--- src/rtl/pipe_share_arb_if.sv ---
// ---------------------------------------------------------------------------
// pipe_share_arb_if
// Bundles every signal of the shared-pipeline arbiter except clock and reset.
//   requester side : req_i, a0_i/b0_i, a1_i/b1_i in; gnt_o out
//   pipeline side  : pipe_valid_o, pipe_a_o, pipe_b_o out;
//                    pipe_valid_i, pipe_y_i in
//   response side  : rsp_valid_o, rsp0_y_o, rsp1_y_o out; rsp_ready_i in
//   status         : busy_o, err_o out
// The slave modport is the arbiter's view; master is everything around it.
// ---------------------------------------------------------------------------
interface pipe_share_arb_if #(
  parameter int DW = 8
);
  logic [1:0]    req_i;
  logic [DW-1:0] a0_i;
  logic [DW-1:0] b0_i;
  logic [DW-1:0] a1_i;
  logic [DW-1:0] b1_i;
  logic [1:0]    gnt_o;
  logic          pipe_valid_o;
  logic [DW-1:0] pipe_a_o;
  logic [DW-1:0] pipe_b_o;
  logic          pipe_valid_i;
  logic [DW-1:0] pipe_y_i;
  logic [1:0]    rsp_valid_o;
  logic [1:0]    rsp_ready_i;
  logic [DW-1:0] rsp0_y_o;
  logic [DW-1:0] rsp1_y_o;
  logic          busy_o;
  logic          err_o;

  modport slave (
    input  req_i, a0_i, b0_i, a1_i, b1_i,
    output gnt_o,
    output pipe_valid_o, pipe_a_o, pipe_b_o,
    input  pipe_valid_i, pipe_y_i,
    output rsp_valid_o, rsp0_y_o, rsp1_y_o,
    input  rsp_ready_i,
    output busy_o, err_o
  );

  modport master (
    output req_i, a0_i, b0_i, a1_i, b1_i,
    input  gnt_o,
    input  pipe_valid_o, pipe_a_o, pipe_b_o,
    output pipe_valid_i, pipe_y_i,
    input  rsp_valid_o, rsp0_y_o, rsp1_y_o,
    output rsp_ready_i,
    input  busy_o, err_o
  );
endinterface

--- src/rtl/pipe_share_arb.sv ---
// ---------------------------------------------------------------------------
// pipe_share_arb
// Two-channel round-robin front end for a fixed-latency, non-stalling
// arithmetic pipeline. Grants at most one request per cycle, issues it on
// registered pipe_* outputs, tracks the owning channel alongside the
// pipeline, and steers each result into a per-channel fall-through FIFO.
// Per-channel credits (in flight + queued) never exceed DEPTH, so a result
// always finds room in its FIFO.
// Ports:
//   CLK  - rising-edge clock
//   RST  - asynchronous active-low reset
//   bus  - pipe_share_arb_if.slave (requests, pipeline, responses, status)
// ---------------------------------------------------------------------------
module pipe_share_arb #(
  parameter int DW    = 8,
  parameter int LAT   = 3,
  parameter int DEPTH = 2
) (
  input logic             CLK,
  input logic             RST,
  pipe_share_arb_if.slave bus
);

  localparam int PW = (DEPTH > 1) ? $clog2(DEPTH) : 1;
  localparam int CW = $clog2(DEPTH + 1);
  localparam logic [CW-1:0] DEPTH_C  = CW'(DEPTH);
  localparam logic [PW-1:0] PTR_LAST = PW'(DEPTH - 1);

  logic [CW-1:0] cnt    [2];
  logic [CW-1:0] occ    [2];
  logic [PW-1:0] wr_ptr [2];
  logic [PW-1:0] rd_ptr [2];
  logic [DW-1:0] mem    [2][DEPTH];

  // Tag pipe: index 0 is the op issued this cycle, index LAT lines up with
  // the pipeline's own valid_o.
  logic [LAT:0]  tag_v;
  logic [LAT:0]  tag_ch;

  logic          last_ch;
  logic          err_q;
  logic          issue_v;
  logic [DW-1:0] issue_a;
  logic [DW-1:0] issue_b;

  logic [1:0]    elig;
  logic [1:0]    gnt;
  logic [1:0]    nonempty;
  logic [1:0]    pop;
  logic [1:0]    push;
  logic [1:0]    lost;
  logic [1:0]    drop_full;
  logic [1:0]    head_sel;
  logic          head_v;
  logic          bad_valid;

  function automatic logic [PW-1:0] ptr_next(input logic [PW-1:0] p);
    return (p == PTR_LAST) ? '0 : p + 1'b1;
  endfunction

  // Eligibility looks only at the registered credit count, so a pop in the
  // same cycle cannot open a slot until the next one. On a tie the channel
  // that did not win last time goes first.
  always_comb begin
    elig[0] = bus.req_i[0] && (cnt[0] < DEPTH_C);
    elig[1] = bus.req_i[1] && (cnt[1] < DEPTH_C);
    gnt     = elig;
    if (elig == 2'b11) begin
      gnt = last_ch ? 2'b01 : 2'b10;
    end
  end

  // Result steering. A pipeline valid with no matching tag is a protocol
  // error; a tag with no pipeline valid means the op vanished and its credit
  // must be returned.
  always_comb begin
    head_v    = tag_v[LAT];
    head_sel  = {tag_ch[LAT], ~tag_ch[LAT]};
    bad_valid = bus.pipe_valid_i && !head_v;
    nonempty  = '0;
    pop       = '0;
    push      = '0;
    lost      = '0;
    drop_full = '0;
    for (int ch = 0; ch < 2; ch++) begin
      nonempty[ch] = (occ[ch] != '0);
      pop[ch]      = nonempty[ch] && bus.rsp_ready_i[ch];
      lost[ch]     = head_v && head_sel[ch] && !bus.pipe_valid_i;
      if (bus.pipe_valid_i && head_v && head_sel[ch]) begin
        if ((occ[ch] != DEPTH_C) || pop[ch]) begin
          push[ch] = 1'b1;
        end else begin
          drop_full[ch] = 1'b1;
        end
      end
    end
  end

  // Issue register; operands hold when nothing is granted.
  always_ff @(posedge CLK or negedge RST) begin
    if (!RST) begin
      issue_v <= 1'b0;
      issue_a <= '0;
      issue_b <= '0;
      last_ch <= 1'b1;
    end else begin
      issue_v <= |gnt;
      if (gnt[0]) begin
        issue_a <= bus.a0_i;
        issue_b <= bus.b0_i;
      end else if (gnt[1]) begin
        issue_a <= bus.a1_i;
        issue_b <= bus.b1_i;
      end
      if (|gnt) begin
        last_ch <= gnt[1];
      end
    end
  end

  always_ff @(posedge CLK or negedge RST) begin
    if (!RST) begin
      tag_v  <= '0;
      tag_ch <= '0;
    end else begin
      tag_v  <= {tag_v[LAT-1:0], |gnt};
      tag_ch <= {tag_ch[LAT-1:0], gnt[1]};
    end
  end

  // Credits and FIFOs. An op dropped on a full FIFO is gone as well, so it
  // gives its credit back like a lost op.
  always_ff @(posedge CLK or negedge RST) begin
    if (!RST) begin
      for (int ch = 0; ch < 2; ch++) begin
        cnt[ch]    <= '0;
        occ[ch]    <= '0;
        wr_ptr[ch] <= '0;
        rd_ptr[ch] <= '0;
        for (int i = 0; i < DEPTH; i++) begin
          mem[ch][i] <= '0;
        end
      end
    end else begin
      for (int ch = 0; ch < 2; ch++) begin
        cnt[ch] <= cnt[ch] + CW'(gnt[ch]) - CW'(pop[ch])
                   - CW'(lost[ch]) - CW'(drop_full[ch]);
        occ[ch] <= occ[ch] + CW'(push[ch]) - CW'(pop[ch]);
        if (push[ch]) begin
          mem[ch][wr_ptr[ch]] <= bus.pipe_y_i;
          wr_ptr[ch]          <= ptr_next(wr_ptr[ch]);
        end
        if (pop[ch]) begin
          rd_ptr[ch] <= ptr_next(rd_ptr[ch]);
        end
      end
    end
  end

  always_ff @(posedge CLK or negedge RST) begin
    if (!RST) begin
      err_q <= 1'b0;
    end else begin
      err_q <= err_q | bad_valid | (|lost) | (|drop_full);
    end
  end

  assign bus.gnt_o        = gnt;
  assign bus.pipe_valid_o = issue_v;
  assign bus.pipe_a_o     = issue_a;
  assign bus.pipe_b_o     = issue_b;
  assign bus.rsp_valid_o  = nonempty;
  assign bus.rsp0_y_o     = mem[0][rd_ptr[0]];
  assign bus.rsp1_y_o     = mem[1][rd_ptr[1]];
  assign bus.busy_o       = (|tag_v) || (|nonempty);
  assign bus.err_o        = err_q;

endmodule

--- src/flat_wrapper.sv ---
// flat-port wrapper written by rule: the top's interface ports become plain ports
module pipe_share_arb_flat 
#(
  parameter int DW    = 8,
  parameter int LAT   = 3,
  parameter int DEPTH = 2
)
  (CLK, RST, bus_req_i, bus_a0_i, bus_b0_i, bus_a1_i, bus_b1_i, bus_gnt_o, bus_pipe_valid_o, bus_pipe_a_o, bus_pipe_b_o, bus_pipe_valid_i, bus_pipe_y_i, bus_rsp_valid_o, bus_rsp0_y_o, bus_rsp1_y_o, bus_rsp_ready_i, bus_busy_o, bus_err_o);
  pipe_share_arb_if #(.DW(DW)) bus_i ();
  input logic CLK;
  input logic RST;
  input wire logic [$bits(bus_i.req_i)-1:0] bus_req_i;
  input wire logic [$bits(bus_i.a0_i)-1:0] bus_a0_i;
  input wire logic [$bits(bus_i.b0_i)-1:0] bus_b0_i;
  input wire logic [$bits(bus_i.a1_i)-1:0] bus_a1_i;
  input wire logic [$bits(bus_i.b1_i)-1:0] bus_b1_i;
  output wire logic [$bits(bus_i.gnt_o)-1:0] bus_gnt_o;
  output wire logic [$bits(bus_i.pipe_valid_o)-1:0] bus_pipe_valid_o;
  output wire logic [$bits(bus_i.pipe_a_o)-1:0] bus_pipe_a_o;
  output wire logic [$bits(bus_i.pipe_b_o)-1:0] bus_pipe_b_o;
  input wire logic [$bits(bus_i.pipe_valid_i)-1:0] bus_pipe_valid_i;
  input wire logic [$bits(bus_i.pipe_y_i)-1:0] bus_pipe_y_i;
  output wire logic [$bits(bus_i.rsp_valid_o)-1:0] bus_rsp_valid_o;
  output wire logic [$bits(bus_i.rsp0_y_o)-1:0] bus_rsp0_y_o;
  output wire logic [$bits(bus_i.rsp1_y_o)-1:0] bus_rsp1_y_o;
  input wire logic [$bits(bus_i.rsp_ready_i)-1:0] bus_rsp_ready_i;
  output wire logic [$bits(bus_i.busy_o)-1:0] bus_busy_o;
  output wire logic [$bits(bus_i.err_o)-1:0] bus_err_o;
  assign bus_i.req_i = bus_req_i;
  assign bus_i.a0_i = bus_a0_i;
  assign bus_i.b0_i = bus_b0_i;
  assign bus_i.a1_i = bus_a1_i;
  assign bus_i.b1_i = bus_b1_i;
  assign bus_gnt_o = bus_i.gnt_o;
  assign bus_pipe_valid_o = bus_i.pipe_valid_o;
  assign bus_pipe_a_o = bus_i.pipe_a_o;
  assign bus_pipe_b_o = bus_i.pipe_b_o;
  assign bus_i.pipe_valid_i = bus_pipe_valid_i;
  assign bus_i.pipe_y_i = bus_pipe_y_i;
  assign bus_rsp_valid_o = bus_i.rsp_valid_o;
  assign bus_rsp0_y_o = bus_i.rsp0_y_o;
  assign bus_rsp1_y_o = bus_i.rsp1_y_o;
  assign bus_i.rsp_ready_i = bus_rsp_ready_i;
  assign bus_busy_o = bus_i.busy_o;
  assign bus_err_o = bus_i.err_o;
  pipe_share_arb #(.DW(DW), .LAT(LAT), .DEPTH(DEPTH)) u_core (.CLK(CLK), .RST(RST), .bus(bus_i));
endmodule
--- config.mk ---
export PLATFORM = sky130hd
export DESIGN_NAME = pipe_share_arb_flat
export DESIGN_NICKNAME = d
export VERILOG_FILES = /design/src/rtl/pipe_share_arb_if.sv /design/src/rtl/pipe_share_arb.sv /design/src/flat_wrapper.sv
export SDC_FILE = /design/constraint.sdc
export NUM_CORES = 1
export LEC_CHECK = 0
export CORE_ASPECT_RATIO = 0.7
export CORE_MARGIN = 3
export CORE_UTILIZATION = 50
export CTS_CLUSTER_DIAMETER = 30
export DETAILED_ROUTE_END_ITERATION = 16
export PLACE_DENSITY_LB_ADDON = 0.25
export SLEW_MARGIN = 0
export SYNTH_ARGS = -nofsm -noshare
export SYNTH_HDL_FRONTEND = slang
export SYNTH_SLANG_ARGS = --single-unit
export TNS_END_PERCENT = 20
--- constraint.sdc ---
create_clock -name CLK -period 3.6 [get_ports CLK]
set_clock_uncertainty 0.1 [all_clocks]
set_input_delay 0.54 -clock CLK [delete_from_list [all_inputs] [get_ports CLK]]
set_output_delay 0.54 -clock CLK [all_outputs]
set_load 0.01 [all_outputs]
==> key figures <==
Outcome
  • Run status: finished clean

Pwr
  • Flop pwr share: 0.388
  • Sw Share: 0.320
  • Worst IR Drop VDD: approximately 0.5 mV
  • Internal Power: roughly 2.5 mW
  • PD cells: ~870 nW/µm²
  • Logic gate share of total power: 0.445
  • Switching power: roughly 1.2 mW
  • P_leak: 1.90 nW
  • Final Power: between 3 and 4 mW
  • Clock share of power: 0.167

STA
  • Worst-Margin Slew: around 0.86 ns
  • Final Hold Fails: 0
  • Unrepaired setup endpoints after global routing: false
  • Fin crit share: 0.817
  • Final Hold Slack: approximately 0.25 ns
  • Final Critical Period: 2.94 ns
  • Setup TNS: 0 ns
  • Final setup violation count: 0
  • Slew Viols, Final: 0
  • Fmax: 340 MHz
  • Relative slew margins: 0.429

CTS
  • CTS buffer count: 9
  • # Post-CTS Setup Buffers: 0
  • CTS tree: built
  • H-tree levels: 3
  • Post-cts resize count: 0
  • Hold_buf cts: 0
  • CTS sink count: 70
  • Skew-Pair Late Insertion Delay: 0.35 ns
  • Clk pin slew, worst setup/hold paths: around 0.070 ns
  • Maximum root-to-sink buffer count: 2
  • Clock Root Buffer: clkbuf_8

GRT
  • First-pass GRT wire length: approximately 11000 µm
  • Total gr overflow: 0
  • Largest net degree at the start of global routing: 71
  • GRT Total Usage: 0.204
  • Initial antenna violation count: 0
  • Vias in the first global route: 2223

Floorplanning
  • Row count: 23
  • Die area: 7330 µm²
  • Die H: between 70 and 80 µm
  • Top Ports: 86
  • Core area: about 5900 µm²
  • Die Span X: just over 100 µm
  • Initial core utilization: 0.533

Yosys
  • Mapped cell area: about 3200 µm²
  • Seq cells post-synth: 70
  • EDFF count, synth: 0
  • Post-Syn Nets: 279
  • Mapped Avg Cell Area: between 10 and 15 µm²
  • Post-synth cell types: 40
  • Async S/R FF share, synth: 1.00
  • Synth area leaders: dfrtp_1, mux2_2, a221o_1
  • Syn Inst Count: roughly 220
  • Synth area leader: dfrtp_1
  • Area share of the largest cell type after synthesis: 0.546
  • Number of synthesis warnings: 0
  • Seq/Total Area, Yosys: 0.555
  • Ys flop type: dfrtp_1

Route
  • First-pass iteration count of the detailed router: 4
  • Number of DRC markers in iteration 0: 72
  • Top sig layer: met4
  • Final routed DRC violation total: 0
  • Wl on met1: 3190 µm
  • Routed length on met2: between 3000 and 4000 µm
  • Wirelength per Cell: 17.6 µm
  • Drt via density: 5.30
  • DR vias: slightly above 2000
  • Post-Route WL: 6890 µm
  • Met3 WL post-DR: 311 µm
  • Post-route ant nets: 0

Critical path
  • CP endpoint kind: output pin
  • Cells on worst reg2reg path: 8
  • Crit path cell chain: or4_2, or3_1, clkdlybuf4s50_1
  • CP Capture Point: bus_busy_o
  • Crit path kind: reg2out
  • CP max-delay cell: or4_2
  • Reg-to-Reg End: u_core.cnt[1]
  • Critical Path AT: 2.30 ns
  • Critical Path Start Type: flip-flop
  • Req. time, crit path: 2.96 ns
  • Slowest Stage Delay on Critical Path: just under 0.7 ns
  • R2R Path Start: u_core.occ[0]
  • Reg-to-reg setup timing slack: about 1 ns
  • CP startpoint: u_core.tag_v[3]
  • Max FO, Critical Path: 7

Place
  • Port bufs: 85
  • Detailed Place HPWL: ~5000 µm
  • Post-DP Area: 4080 µm²
  • Global placement routability congestion: between 0.7 and 0.8

Final layout
  • FILL cells: ~430
  • Layout cells sized above 1: 0.247
  • Area Overhead vs Synth: 35.0%
  • # diodes: 0
  • Post-route cell area: ~4300 µm²
  • Nets: around 370

Hold path
  • Hold Crit Class: reg2reg

Run
  • Max Cap Viol: 0
flip-flops by register name, summed over array words and instances, names as in the netlist:
signal               flops
u_core.last_ch           1
u_core.cnt               4
u_core.rd_ptr            2
u_core.tag_ch            4
u_core.bus.pipe_b_o      8
u_core.tag_v             4
u_core.bus.err_o         1
u_core.occ               4
u_core.mem              32
u_core.bus.pipe_a_o      8
u_core.wr_ptr            2
layer usage:
metal | vias to the layer above | track usage
met2 | 42 | 0.317
met4 | 0 | 0.0796
met5 | - | 0
li1 | 981 | -
met1 | 1038 | 0.274
met3 | 11 | 0.0567
area by class of cell:
type / count / area, µm² / area share
clock buffer: 10 / 128 / 0.0299
clock inverter: 6 / 62.6 / 0.0147
inverter: 6 / 22.5 / 0.00528
multi-input combinational: 135 / 1330 / 0.312
sequential: 70 / 1750 / 0.411
tap: 75 / 93.8 / 0.0220
timing repair buffer: 89 / 876 / 0.205
worst min-delay path by stage:
stage	end	startpoint	slack [ns]	cells after the start
4_1_cts	u_core.tag_ch[3]	u_core.tag_ch[2]	0.25	0
5_1_grt	u_core.tag_ch[2]	u_core.tag_ch[1]	0.26	0
2_1_floorplan	u_core.bus.err_o	RST	0.14	0
3_5_place_dp	u_core.tag_ch[3]	u_core.tag_ch[2]	0.23	0
6_report	u_core.tag_ch[3]	u_core.tag_ch[2]	0.25	0
3_3_place_gp	u_core.tag_ch[3]	u_core.tag_ch[2]	0.23	0
placed cells by master (no fill, tap or decap), drive strengths merged, types with 2 or more instances in the layout:
cell	n
and2	2
nor3b	3
clkinv	5
nor3	3
or2	2
nand2	2
buf	5
mux2i	2
and3	16
inv	6
a21oi	2
or3b	2
nor2	2
dfrtp	69
xnor2	10
xor2	4
clkdlybuf4s50	84
a221o	16
nand2b	2
clkbuf	10
ha	8
fa	2
mux2	48
synthesized netlist by cell type, types with 4 or more instances:
cell type,n
xnor2_1,10
a221o_1,16
xor2_1,4
inv_1,6
dfrtp_1,69
mux2_2,39
and3_1,16
ha_1,8
mux2_4,8
clkbuf_1,7
per-stage QoR:
stage,instances,worst slack [ns],util
2_1_floorplan,222,1.05,-
3_3_place_gp,375,0.525,0.687
3_5_place_dp,375,0.420,0.687
4_1_cts,391,0.632,0.720
5_1_grt,391,0.579,0.720
6_report,391,0.661,0.720
power by group through the flow:
stage / Clock (mW) / Combinational [mW] / Sequential [mW]
CTS: 0.632 / 1.68 / 1.44
detailed placement: 0 / 1.67 / 1.45
floorplan: 0 / 0.977 / 1.38
finish: 0.618 / 1.65 / 1.44
global route: 0.663 / 1.80 / 1.49
global placement: 0 / 1.63 / 1.43
cell families (layout without fill, tap and decap cells):
family	count (synthesis)	count (layout)	synth area share
multiplexers	50	50	0.187
buffers and inverters	17	111	0.0245
AND/OR/NAND/NOR	42	42	0.0934
adder cells (fa/ha/maj)	10	10	0.0443
XOR/XNOR	14	14	0.0388
AO/OA/AOI/OAI	19	19	0.0574
flip-flops	70	70	0.555
worst max-delay path: cells and delay by family (launching register included):
kind | cells | cell delay, ns
simple gates | 2 | 1.00
flops | 1 | 0.46
buf+inv | 1 | 0.49
No activity file was read; power rests on OpenSTA's default activity.
